[src/rtl/ctrl_mem_loader.sv]
// Control-memory loader: assembles narrow configuration bus words into
// CTRL_W-bit control entries and writes them to consecutive addresses from 0.
module ctrl_mem_loader #(
  parameter int CTRL_W   = 49,
  parameter int WORD_W   = 32,
  parameter int MEM_SIZE = 4,
  parameter int ADDR_W   = 2
) (
  input  logic                clk,
  input  logic                reset,
  input  logic                cfg_start,
  input  logic [ADDR_W:0]     cfg_num,
  input  logic                recv_word__en,
  input  logic [WORD_W-1:0]   recv_word__msg,
  output logic                recv_word__rdy,
  output logic [ADDR_W-1:0]   send_waddr__msg,
  output logic [CTRL_W-1:0]   send_ctrl__msg,
  output logic                send_ctrl__en,
  input  logic                send_ctrl__rdy,
  output logic                busy,
  output logic                done
);

  localparam int BEATS  = (CTRL_W + WORD_W - 1) / WORD_W;
  localparam int BEAT_W = (BEATS > 1) ? $clog2(BEATS) : 1;
  localparam int CNT_W  = ADDR_W + 1;

  typedef enum logic [1:0] {
    IDLE,
    LOAD,
    WRITE,
    FINISH
  } state_t;

  state_t              state;
  logic [BEAT_W-1:0]   beat;
  logic [ADDR_W-1:0]   addr;
  logic [CNT_W-1:0]    count;
  logic [CTRL_W-1:0]   asm_q;

  logic [CTRL_W-1:0]   asm_next;
  logic [CTRL_W-1:0]   word_ext;
  logic [CTRL_W-1:0]   word_mask;
  logic [31:0]         shamt;
  logic [CNT_W-1:0]    num_clamped;
  logic                word_fire;
  logic                last_beat;
  logic                last_entry;

  assign word_fire   = recv_word__en && recv_word__rdy;
  assign last_beat   = (beat == BEAT_W'(BEATS - 1));
  assign last_entry  = (({1'b0, addr} + CNT_W'(1)) == count);
  assign num_clamped = (cfg_num > CNT_W'(MEM_SIZE)) ? CNT_W'(MEM_SIZE) : cfg_num;

  // The write strobe follows the memory's ready combinationally so a
  // stalled entry fires on the very first cycle the memory can take it.
  assign send_ctrl__en = (state == WRITE) && send_ctrl__rdy;

  // Merge the incoming word into its slice of the entry; bits shifted past
  // CTRL_W fall off, which drops the unused top of the final word.
  assign word_ext  = CTRL_W'(recv_word__msg);
  assign word_mask = CTRL_W'({WORD_W{1'b1}});

  // NOTE: combinational blocks assign every output before any branch, so no
  // path leaves a value unassigned and no latch is inferred.
  always_comb begin
    shamt    = 32'(beat) * 32'(WORD_W);
    asm_next = (asm_q & ~(word_mask << shamt)) | (word_ext << shamt);
  end

  // NOTE: all state and registered outputs update with non-blocking
  // assignments so every register samples pre-edge values.
  always_ff @(posedge clk) begin
    if (!reset) begin
      state           <= IDLE;
      beat            <= '0;
      addr            <= '0;
      count           <= '0;
      asm_q           <= '0;
      recv_word__rdy  <= 1'b0;
      busy            <= 1'b0;
      done            <= 1'b0;
      send_waddr__msg <= '0;
      send_ctrl__msg  <= '0;
    end else begin
      case (state)
        IDLE: begin
          if (cfg_start) begin
            busy <= 1'b1;
            if (cfg_num == '0) begin
              state <= FINISH;
              done  <= 1'b1;
            end else begin
              state          <= LOAD;
              count          <= num_clamped;
              addr           <= '0;
              beat           <= '0;
              recv_word__rdy <= 1'b1;
            end
          end
        end

        LOAD: begin
          if (word_fire) begin
            asm_q <= asm_next;
            if (last_beat) begin
              beat            <= '0;
              state           <= WRITE;
              recv_word__rdy  <= 1'b0;
              send_ctrl__msg  <= asm_next;
              send_waddr__msg <= addr;
            end else begin
              beat <= beat + BEAT_W'(1);
            end
          end
        end

        WRITE: begin
          if (send_ctrl__rdy) begin
            if (last_entry) begin
              state <= FINISH;
              done  <= 1'b1;
            end else begin
              addr           <= addr + ADDR_W'(1);
              state          <= LOAD;
              recv_word__rdy <= 1'b1;
            end
          end
        end

        FINISH: begin
          state <= IDLE;
          done  <= 1'b0;
          busy  <= 1'b0;
        end

        default: begin
          state          <= IDLE;
          recv_word__rdy <= 1'b0;
          done           <= 1'b0;
          busy           <= 1'b0;
        end
      endcase
    end
  end

endmodule
[config.mk]
export PLATFORM = sky130hd
export DESIGN_NAME = ctrl_mem_loader
export DESIGN_NICKNAME = d
export VERILOG_FILES = /design/src/rtl/ctrl_mem_loader.sv
export SDC_FILE = /design/constraint.sdc
export NUM_CORES = 1
export LEC_CHECK = 0
export ABC_AREA = 0
export BUFFER_PORTS_ARGS = -buffer_cell sky130_fd_sc_hd__buf_4
export CORE_MARGIN = 3
export CORE_UTILIZATION = 28
export CTS_CLUSTER_SIZE = 10
export DETAILED_ROUTE_END_ITERATION = 7
export PLACE_DENSITY = 0.5
export SLEW_MARGIN = 5
export SYNTH_ARGS = -nofsm -noshare
export SYNTH_HDL_FRONTEND = slang
export SYNTH_SLANG_ARGS = --single-unit
[constraint.sdc]
create_clock -name clk -period 1.79 [get_ports clk]
set_clock_uncertainty 0.05 [all_clocks]
set_input_delay 0.0895 -clock clk [delete_from_list [all_inputs] [get_ports clk]]
set_output_delay 0.0895 -clock clk [all_outputs]
set_load 0.03 [all_outputs]
==> impl_results.md <==
- Status: finished, final reports clean
- Async set-reset flop share out of synthesis: 0%
- Number of global-route vias before repair: 3034
- Post-CTS Setup Bufs: 0
- Sequential share of the synthesized area: roughly 52%
- Yosys top cell by area: dfxtp_1
- GRT overflow: 0
- Slowest Stage Delay on Critical Path: around 420 ps
- Worst Max-Slew Pin Slew: between 400 and 500 ps
- Initial core utilization: between 20 and 30%
- CP cell instances: ha_1 > xor2_1 > nor3_2 > buf_4 > a211oi_2 > o32ai_1
- Vias: 3198
- Cells after synthesis: 434
- Die H: 120 um
- Cell Count Post-Placement: 678
- Clk root buf: clkbuf_16
- Final setup violation count: 0
- Max Slew Vio Count: 0
- CTS sink cnt: 94
- Peak VDD IR: ~430 uV
- Final hold violations: 0
- Critical path fanouts, max: 5
- Inserted Diodes: 0
- Post-synth cell types: 34
- H-tree Lvls: 3
- Largest net degree at the start of global routing: 51
- Routed Antenna Nets: 0
- Vias per inst: roughly 4.4
- I/O Pins: 95
- Most common cell after layout, fill and taps aside: nand2_1
- Min Tclk post-route: 1630 ps
- Worst EP arrival: 1800 ps
- Leak: about 2.0 nW
- CTS max path bufs: 2
- Synthesis-to-finish area growth: 43.5%
- DR iter-0 viols: 182
- GPL Wtd Cong: 0.711
- Final worst-path cycle share: 91.0%
- Hold WS: roughly 100 ps
- Finished Layout Cells: 728
- WL/cell: ~12 um
- CP Launch Type: register
- Core Box Area: 12700 um2
- Pwr/cell area: 868 nW/um2
- Total power: 0.00455 W
- Most frequent cells in the layout: 177 x nand2_1, 102 x buf_4, 94 x dfxtp_1
- Final WL: 9030 um
- Die area: 14500 um2
- Clk Latency, worst-skew pair: approximately 340 ps
- Mapped cell area: 3650 um2
- R2r worst-path depth: 6
- CP endpoint kind: register
- Cells on Worst Hold Path: 4
- Syn nets: 475
- Initial antenna violation count: 0
- Post-DP HPWL: 5810 um
- RSZ-0062 raised after global routing: false
- Reg2reg start: addr[0]$_SDFFE_PN0P_
- Die width: 120 um
- Worst Hold Class: input port to register
- Top cells by area, synth: dfxtp_1 52%, nand2_1 18%, a21boi_0 9.9%
- EDFF count, synth: 0
- Syn Area/Cell: 8.42 um2
- WS Path Type: register to register
- MaxCap Viol Count: 0
- Post-route DRC: 0
- Max Fclk: approximately 610 MHz
- First-pass GRT wire length: 14900 um
- Fill count: ~1300
- 1st-pass router iterations: 4
- PortBufs: 94
- Layout cells sized above 1: 23.0%
- Slew HR: 71.1%
- CTS tree: built
- Share of the synthesized area in the top cell type: 51.5%
- Clock-pin slew on the worst setup and hold paths: about 60 ps
- CTS Buf Count: 9
- Fin Setup TNS: 0 ps
- Crit. Startpoint: addr[0]$_SDFFE_PN0P_
- Layout net count: 593
- Synth warn: 0
- Slowest stage cell, crit path: dfxtp_1
- Synth Flop Type: dfxtp_1
- Hold_sp: send_ctrl__rdy
- Post-synthesis register bit count: 94
- Gr usage total: between 10% and 20%
- Worst path required time: 1960 ps
- # rows: 41
- Flop2flop setup slack: 160 ps
==> where the power goes <==
part           total [W]  switching, W  internal [W]
Combinational   0.000314      0.000132      0.000182
Clock            0.00210      0.000798       0.00130
Sequential       0.00214     0.0000193       0.00212
==> per-layer routing <==
| metal | global-route usage [%] | vias up | part of all wire [%] |
|---|---|---|---|
| met5 | 0 | - | 0 |
| met4 | 6.37 | 0 | 2.3 |
| met3 | 3.65 | 16 | 5.3 |
| met2 | 21.4 | 64 | 47 |
| met1 | 15.5 | 1472 | 45 |
| li1 | - | 1646 | - |
==> worst paths after layout <==
kind,to
setup / recovery,addr[1]$_SDFFE_PN0P_
hold / removal,state[1]$_SDFFE_PN0P_
setup reg to reg,addr[1]$_SDFFE_PN0P_
hold reg to reg,send_ctrl__msg[14]$_SDFFE_PN0P_
==> cells in the mapped netlist, drive strengths merged, types with 2 or more instances <==
cell type,instances
a21boi,88
a21oi,4
a22oi,2
buf,16
clkbuf,17
dfxtp,94
inv,4
nand2,177
nand2b,2
nand3b,2
nor2,2
nor2b,2
nor3,4
o211ai,2
o32ai,2
or3,2
xor2,2
==> through the flow <==
step / util, % / setup WS, ps / cell area [um2]
final: 41.4 / 161 / 5240
after floorplan: - / 135 / 3650
after detailed placement: 35.9 / 86.3 / 4550
after CTS: 41.3 / 85.5 / 5240
after global routing: 41.4 / 17.4 / 5240
after global placement: 35.9 / 175 / 4550
==> area by class of cell <==
type                    instances  area [um2]  area share [%]
flip-flops and latches         94        1880            35.9
multi-input cells             303        1620            30.9
inverters                       4        15.0           0.287
clock buffers                  11         253            4.82
well taps                     172         215            4.11
repair buffers                140        1180            22.4
clock inverters                 4        77.6            1.48
==> repair_timing <==
item,4_1_cts,5_1_grt
endpoints found under the setup margin,0,2
hold endpoints to repair,52,0
hold buffers,35,0
gates resized for setup,0,1
==> flip-flops by register name, summed over array words and instances (netlist names) <==
register and flops:
addr 2, asm_q 32, beat 1, busy 1, count 3, done 1, recv_word__rdy 1, send_ctrl__msg 49
send_waddr__msg 2, state 2
==> critical path: cells and delay by family, from the launching register on <==
family | cells | cell delay [ps]
flip-flops | 1 | 420
AO/OA/AOI/OAI | 2 | 350
adder cells (fa/ha/maj) | 1 | 290
XOR/XNOR | 1 | 170
buffers and inverters | 1 | 150
AND/OR/NAND/NOR | 1 | 70
==> kinds of logic after synthesis <==
logic type      after synthesis  synth area share [%]
simple gates                196                  21.8
compound gates              102                  20.8
flops                        94                  51.5
buf+inv                      37                  4.52
xor+xnor                      3                 0.720
mux                           1                 0.308
fa+ha+maj                     1                 0.343
Power figures use the tool's default switching activity.
